==> config.mk <==
export PLATFORM = sky130hd
export DESIGN_NAME = bcd_addsub_serial
export DESIGN_NICKNAME = d
export VERILOG_FILES = /design/src/rtl/bcd_pkg.sv /design/src/rtl/bcd_digit_adder.sv /design/src/rtl/bcd_addsub_serial.sv
export SDC_FILE = /design/constraint.sdc
export NUM_CORES = 1
export LEC_CHECK = 0
export ABC_AREA = 1
export BUFFER_PORTS_ARGS = -buffer_cell sky130_fd_sc_hd__buf_2
export CORE_MARGIN = 10
export CORE_UTILIZATION = 60
export CTS_CLUSTER_SIZE = 16
export DETAILED_ROUTE_END_ITERATION = 8
export PLACE_DENSITY = 0.85
export SETUP_SLACK_MARGIN = 0.5
export SLEW_MARGIN = 20
export SYNTH_ARGS = -nofsm -noshare
export SYNTH_HDL_FRONTEND = slang
export SYNTH_SLANG_ARGS = --single-unit
==> constraint.sdc <==
create_clock -name clk -period 3.7 [get_ports clk]
set_input_delay 0.37 -clock clk [delete_from_list [all_inputs] [get_ports clk]]
set_output_delay 0.37 -clock clk [all_outputs]
set_load 0.01 [all_outputs]
==> src/rtl/bcd_pkg.sv <==
`default_nettype none
// ============================================================================
// Module      : bcd_pkg
// Description : Shared types and constants for the digit-serial packed-BCD
//               adder/subtractor.
// Revision    : 1.0 - initial release
// ============================================================================
package bcd_pkg;

  // One packed BCD digit
  typedef logic [3:0] bcd_digit_t;

  // Control states of the serial engine (explicit 2-bit encoding)
  typedef enum logic [1:0] {
    IDLE = 2'd0,
    RUN  = 2'd1,
    DONE = 2'd2
  } state_t;

  // Largest legal decimal digit and the decimal-adjust correction
  localparam bcd_digit_t BCD_MAX  = 4'd9;
  localparam bcd_digit_t BCD_CORR = 4'd6;

endpackage
`default_nettype wire

==> src/rtl/bcd_digit_adder.sv <==
`default_nettype none
// ============================================================================
// Module      : bcd_digit_adder
// Description : Combinational single-digit BCD adder with +6 decimal
//               correction. Illegal digits are not trapped; the same rule
//               produces a deterministic result for them.
// Revision    : 1.0 - initial release
// ============================================================================
module bcd_digit_adder
  import bcd_pkg::*;
(
  input  bcd_digit_t a_d,
  input  bcd_digit_t b_d,
  input  logic       c_in,
  output bcd_digit_t digit,
  output logic       c_out
);

  logic [4:0] w_raw;
  logic [3:0] w_adj;

  // Binary add, then decimal-adjust when the sum leaves the 0..9 range
  always_comb begin
    w_raw = {1'b0, a_d} + {1'b0, b_d} + {4'd0, c_in};
    // Only the low nibble of (raw + 6) is ever kept
    w_adj = w_raw[3:0] + BCD_CORR;
    if (w_raw > {1'b0, BCD_MAX}) begin
      digit = w_adj;
      c_out = 1'b1;
    end else begin
      digit = w_raw[3:0];
      c_out = 1'b0;
    end
  end

endmodule
`default_nettype wire

==> src/rtl/bcd_addsub_serial.sv <==
`default_nettype none
// ============================================================================
// Module      : bcd_addsub_serial
// Description : Digit-serial packed-BCD adder/subtractor. Accepts one operand
//               set in IDLE, processes one digit per clock (LSD first) in
//               RUN, and holds the result in DONE until it is taken.
//               Subtraction uses nine's complement of b with an inverted
//               borrow as the initial carry.
// Revision    : 1.0 - initial release
// ============================================================================
module bcd_addsub_serial
  import bcd_pkg::*;
#(
  parameter int DIGITS = 4
) (
  input  logic                clk,
  input  logic                rst_n,
  input  logic                in_valid,
  output logic                in_ready,
  input  logic [4*DIGITS-1:0] a,
  input  logic [4*DIGITS-1:0] b,
  input  logic                cin,
  input  logic                sub,
  output logic                out_valid,
  input  logic                out_ready,
  output logic [4*DIGITS-1:0] sum,
  output logic                cout,
  output logic                invalid
);

  localparam int c_width = 4 * DIGITS;
  localparam int c_idx_w = (DIGITS > 1) ? $clog2(DIGITS) : 1;
  localparam logic [c_idx_w-1:0] c_last_idx = c_idx_w'(DIGITS - 1);

  state_t               r_state;
  logic [c_width-1:0]   r_a;
  logic [c_width-1:0]   r_b;
  logic [c_width-1:0]   r_res;
  logic                 r_carry;
  logic [c_idx_w-1:0]   r_idx;
  logic                 r_inv;
  logic [c_width-1:0]   r_sum;
  logic                 r_cout;
  logic                 r_invalid;

  logic [c_width-1:0]   w_b_eff;
  logic                 w_in_inv;
  bcd_digit_t           w_digit;
  logic                 w_c;
  logic [c_width-1:0]   w_res_next;

  // Operand conditioning at capture: nine's complement of b for subtract,
  // and detection of any out-of-range digit in a or the raw b
  always_comb begin
    w_b_eff  = b;
    w_in_inv = 1'b0;
    for (int i = 0; i < DIGITS; i++) begin
      if ((a[4*i +: 4] > BCD_MAX) || (b[4*i +: 4] > BCD_MAX)) begin
        w_in_inv = 1'b1;
      end
      if (sub) begin
        w_b_eff[4*i +: 4] = BCD_MAX - b[4*i +: 4];
      end
    end
  end

  // Single shared digit adder; operands are shifted so digit 0 is always current
  bcd_digit_adder u_digit_adder (
    .a_d   (r_a[3:0]),
    .b_d   (r_b[3:0]),
    .c_in  (r_carry),
    .digit (w_digit),
    .c_out (w_c)
  );

  // New digits enter at the top so that after DIGITS shifts digit 0 sits at [3:0]
  generate
    if (DIGITS == 1) begin : g_res_single
      assign w_res_next = w_digit;
    end else begin : g_res_multi
      assign w_res_next = {w_digit, r_res[c_width-1:4]};
    end
  endgenerate

  // Control FSM plus serial datapath and output holding registers
  always_ff @(posedge clk or negedge rst_n) begin
    if (!rst_n) begin
      r_state   <= IDLE;
      r_a       <= '0;
      r_b       <= '0;
      r_res     <= '0;
      r_carry   <= 1'b0;
      r_idx     <= '0;
      r_inv     <= 1'b0;
      r_sum     <= '0;
      r_cout    <= 1'b0;
      r_invalid <= 1'b0;
    end else begin
      case (r_state)
        IDLE: begin
          if (in_valid) begin
            r_a     <= a;
            r_b     <= w_b_eff;
            r_carry <= sub ? ~cin : cin;
            r_idx   <= '0;
            r_inv   <= w_in_inv;
            r_res   <= '0;
            r_state <= RUN;
          end
        end
        RUN: begin
          r_a     <= r_a >> 4;
          r_b     <= r_b >> 4;
          r_carry <= w_c;
          r_res   <= w_res_next;
          r_idx   <= r_idx + 1'b1;
          if (r_idx == c_last_idx) begin
            r_sum     <= w_res_next;
            r_cout    <= w_c;
            r_invalid <= r_inv;
            r_state   <= DONE;
          end
        end
        DONE: begin
          if (out_ready) begin
            r_state <= IDLE;
          end
        end
        default: r_state <= IDLE;
      endcase
    end
  end

  // Handshake flags come straight from state, so no input-to-output paths
  assign in_ready  = (r_state == IDLE);
  assign out_valid = (r_state == DONE);
  assign sum       = r_sum;
  assign cout      = r_cout;
  assign invalid   = r_invalid;

endmodule
`default_nettype wire

==> impl_results.md <==
* HPWL Detailed at 5286 um
* Antenna Diode Count at 0
* DRC at 0
* Rel. slew slack at 38.81%
* Global-route wire length before repair at 12320 um
* Start of the worst register-to-register path: r_a[0]$_DFFE_PN0P_
* Final Net Count at 456
* Simple-Gate Fraction of Synth Area at 14.87%
* Initial drt markers at 202
* Fin crit period at 2631 ps
* Yosys warns at 0
* CTS Sinks at 68
* Port bufs at 57
* P_leak at 0.001970 uW
* H-tree depth at 3
* CTS tree: yes
* Clk buf depth at 2
* Peak supply drop at 0.0006222 V
* Die area at 0.008828 mm^2
* Post-synthesis mux area share at 0%
* WP data arrival at 2850 ps
* DRT antenna net count at 0
* GPL Wtd Cong at 0.8793
* Yosys cell types at 30
* CP startpoint: r_a[0]$_DFFE_PN0P_
* Synth Area in Adders at 4.651%
* Setup_tns at 0 ps
* Max-cap violations at 0
* Area Growth Syn to Fin at 17.04%
* Vert. Die Dim at 93.96 um
* Post-CTS Hold Fix Bufs at 0
* Gr usage total at 17.58%
* Grt total ovfl at 0
* Tot Pwr at 3903 uW
* Commonest non-fill, non-tap cell in the layout: nand2_1
* Worst-path fanout max at 5
* Post-Route WL at 7220 um
* Syn_nets at 400
* Via count at 2657
* Detailed Routing Iterations Pass 1 at 4
* Final Hold Fails at 0
* CORE AREA at 0.005205 mm^2
* Startpoint types: register
* Actual slew at the worst max-slew pin at 917.9 ps
* Max-slew violations at 0
* Final setup viols at 0
* Initial antenna violation count at 0
* Mapped Area at 0.003282 mm^2
* Syn Area/Cell at 9.350 um^2
* Largest family of logic cells by synthesized area: compound AO/OA/AOI/OAI gates
* Seq cells post-synth at 68
* I/O pins at 58
* Clk_lat worst skew at 350 ps
* Cell Pwr Density at 1016 mW/mm^2
* Clk_skew at 5.005 ps
* Postcts setup bufs at 0
* Crit path required time at 3920 ps
* Status: finished, final reports clean
* Clk slew on worst S/H paths at 70 ps
* CTS buffer count at 9
* Post-Synthesis Cells at 351
* Most frequent cells in the layout: 82 x nand2_1, 68 x dfrtp_1, 57 x buf_2, 47 x inv_1, 24 x o21ai_0
* Drt via density at 5.512
* Hold Crit Class: input port to async pin
* RSZ-0062 raised after global routing: false
* FP Rows at 26
* Max Fclk at 380.1 MHz
* Final period util at 71.10%
* Post-synthesis sequential area ratio at 51.85%
* Setup CP Type: register to register
* Wire length per cell at 14.98 um
* Largest net degree at the start of global routing at 44
* XOR/XNOR Fraction of Synth Area at 1.601%
* Synth Area in Compound Gates at 18.49%
* Post-CTS sizing at 0
* Vias in the first global route at 2644
* Die width at 93.96 um
* Starting Density at 63.05%
* Root Driver: clkbuf_8
* Critical Path End Type: register
* Share of layout cells above drive strength 1 at 22.33%
final timing paths:
kind / cells past startpoint / end / slack, ps
max: 13 / r_res[13]$_DFFE_PN0P_ / 1070
min: 1 / cout$_DFFE_PN0P_ / 150
max reg2reg: 13 / r_res[13]$_DFFE_PN0P_ / 1070
min reg2reg: 2 / sum[4]$_DFFE_PN0P_ / 480
max in group asynchronous: 2 / r_b[3]$_DFFE_PN0P_ / 2680
min in group clk: 2 / r_state[1]$_DFFE_PN0P_ / 210
registers in the layout, indices dropped and copies added, names as in the netlist:
signal,count
r_state,2
cout,1
r_inv,1
r_b,16
r_carry,1
r_a,16
invalid,1
r_res,12
r_idx,2
sum,16
Yosys cell counts, drive strengths merged:
cell | instances | area share, %
buf | 8 | 1.9
inv | 52 | 6.1
o211ai | 10 | 2.3
o21a | 2 | 0.46
o221ai | 2 | 0.53
xnor2 | 5 | 1.3
nor2 | 7 | 1.8
nor4 | 1 | 0.19
ha | 9 | 3.4
o31ai | 1 | 0.23
nor3 | 1 | 0.15
a22o | 5 | 1.3
clkbuf | 5 | 0.57
a21oi | 21 | 3.2
nand3 | 18 | 2.7
dfrtp | 68 | 52
nand2 | 83 | 10
a22oi | 1 | 0.23
o22ai | 22 | 6.1
xor2 | 1 | 0.27
o21ai | 27 | 4.1
fa | 2 | 1.2
kinds of logic after synthesis:
kind of cell / after synthesis
compound gates: 91
buf+inv: 65
fa+ha+maj: 11
xor+xnor: 6
flops: 68
simple gates: 110
through the flow:
step	cell area [um^2]	utilization, %	instances	hold slack [ps]	worst slack (ps)
detailed placement	3582	68.82	466	466.2	1118
floorplan	3282	-	351	74.41	1354
global route	3841	73.80	482	195.1	877.3
CTS	3841	73.80	482	183.7	1076
global placement	3582	68.82	466	460.9	1263
finish	3841	73.80	482	154.6	1069
cell type report:
class / instances / area (um^2)
Fill cell: 397 / 1364
Clock buffer: 11 / 151.4
Timing Repair Buffer: 58 / 292.8
Inverter: 52 / 200.2
Multi-Input combinational cell: 218 / 1300
Clock inverter: 5 / 107.6
Sequential cell: 68 / 1702
Tap cell: 70 / 87.58
metal layers:
metal | GRT usage [%] | part of all wire (%) | vias to the layer above | wire (um)
met4 | 5.696 | 2.2 | 0 | 159
li1 | - | - | 1281 | -
met5 | 0 | 0 | - | 0
met2 | 29.26 | 49 | 82 | 3526
met1 | 19.85 | 42 | 1280 | 3008
met3 | 7.514 | 7.3 | 14 | 526
where the power goes:
group | switching [uW] | total (uW) | internal (uW)
clock network | 290 | 777 | 487
registers | 183 | 1270 | 1090
logic | 1170 | 1850 | 680
total | 1650 | 3900 | 2260
critical path, cell delays in order (launching register included):
cell and delay (ps):
dfrtp_1 410, fa_1 480, fa_1 420, nand2_1 100, nand2_1 100, ha_1 230, inv_1 80, nor2_1 40
a21oi_1 120, nand2_1 120, nand2_1 160, nand2_1 90, nand3_1 80, o21ai_0 80
(Power assumes the default switching activity.)
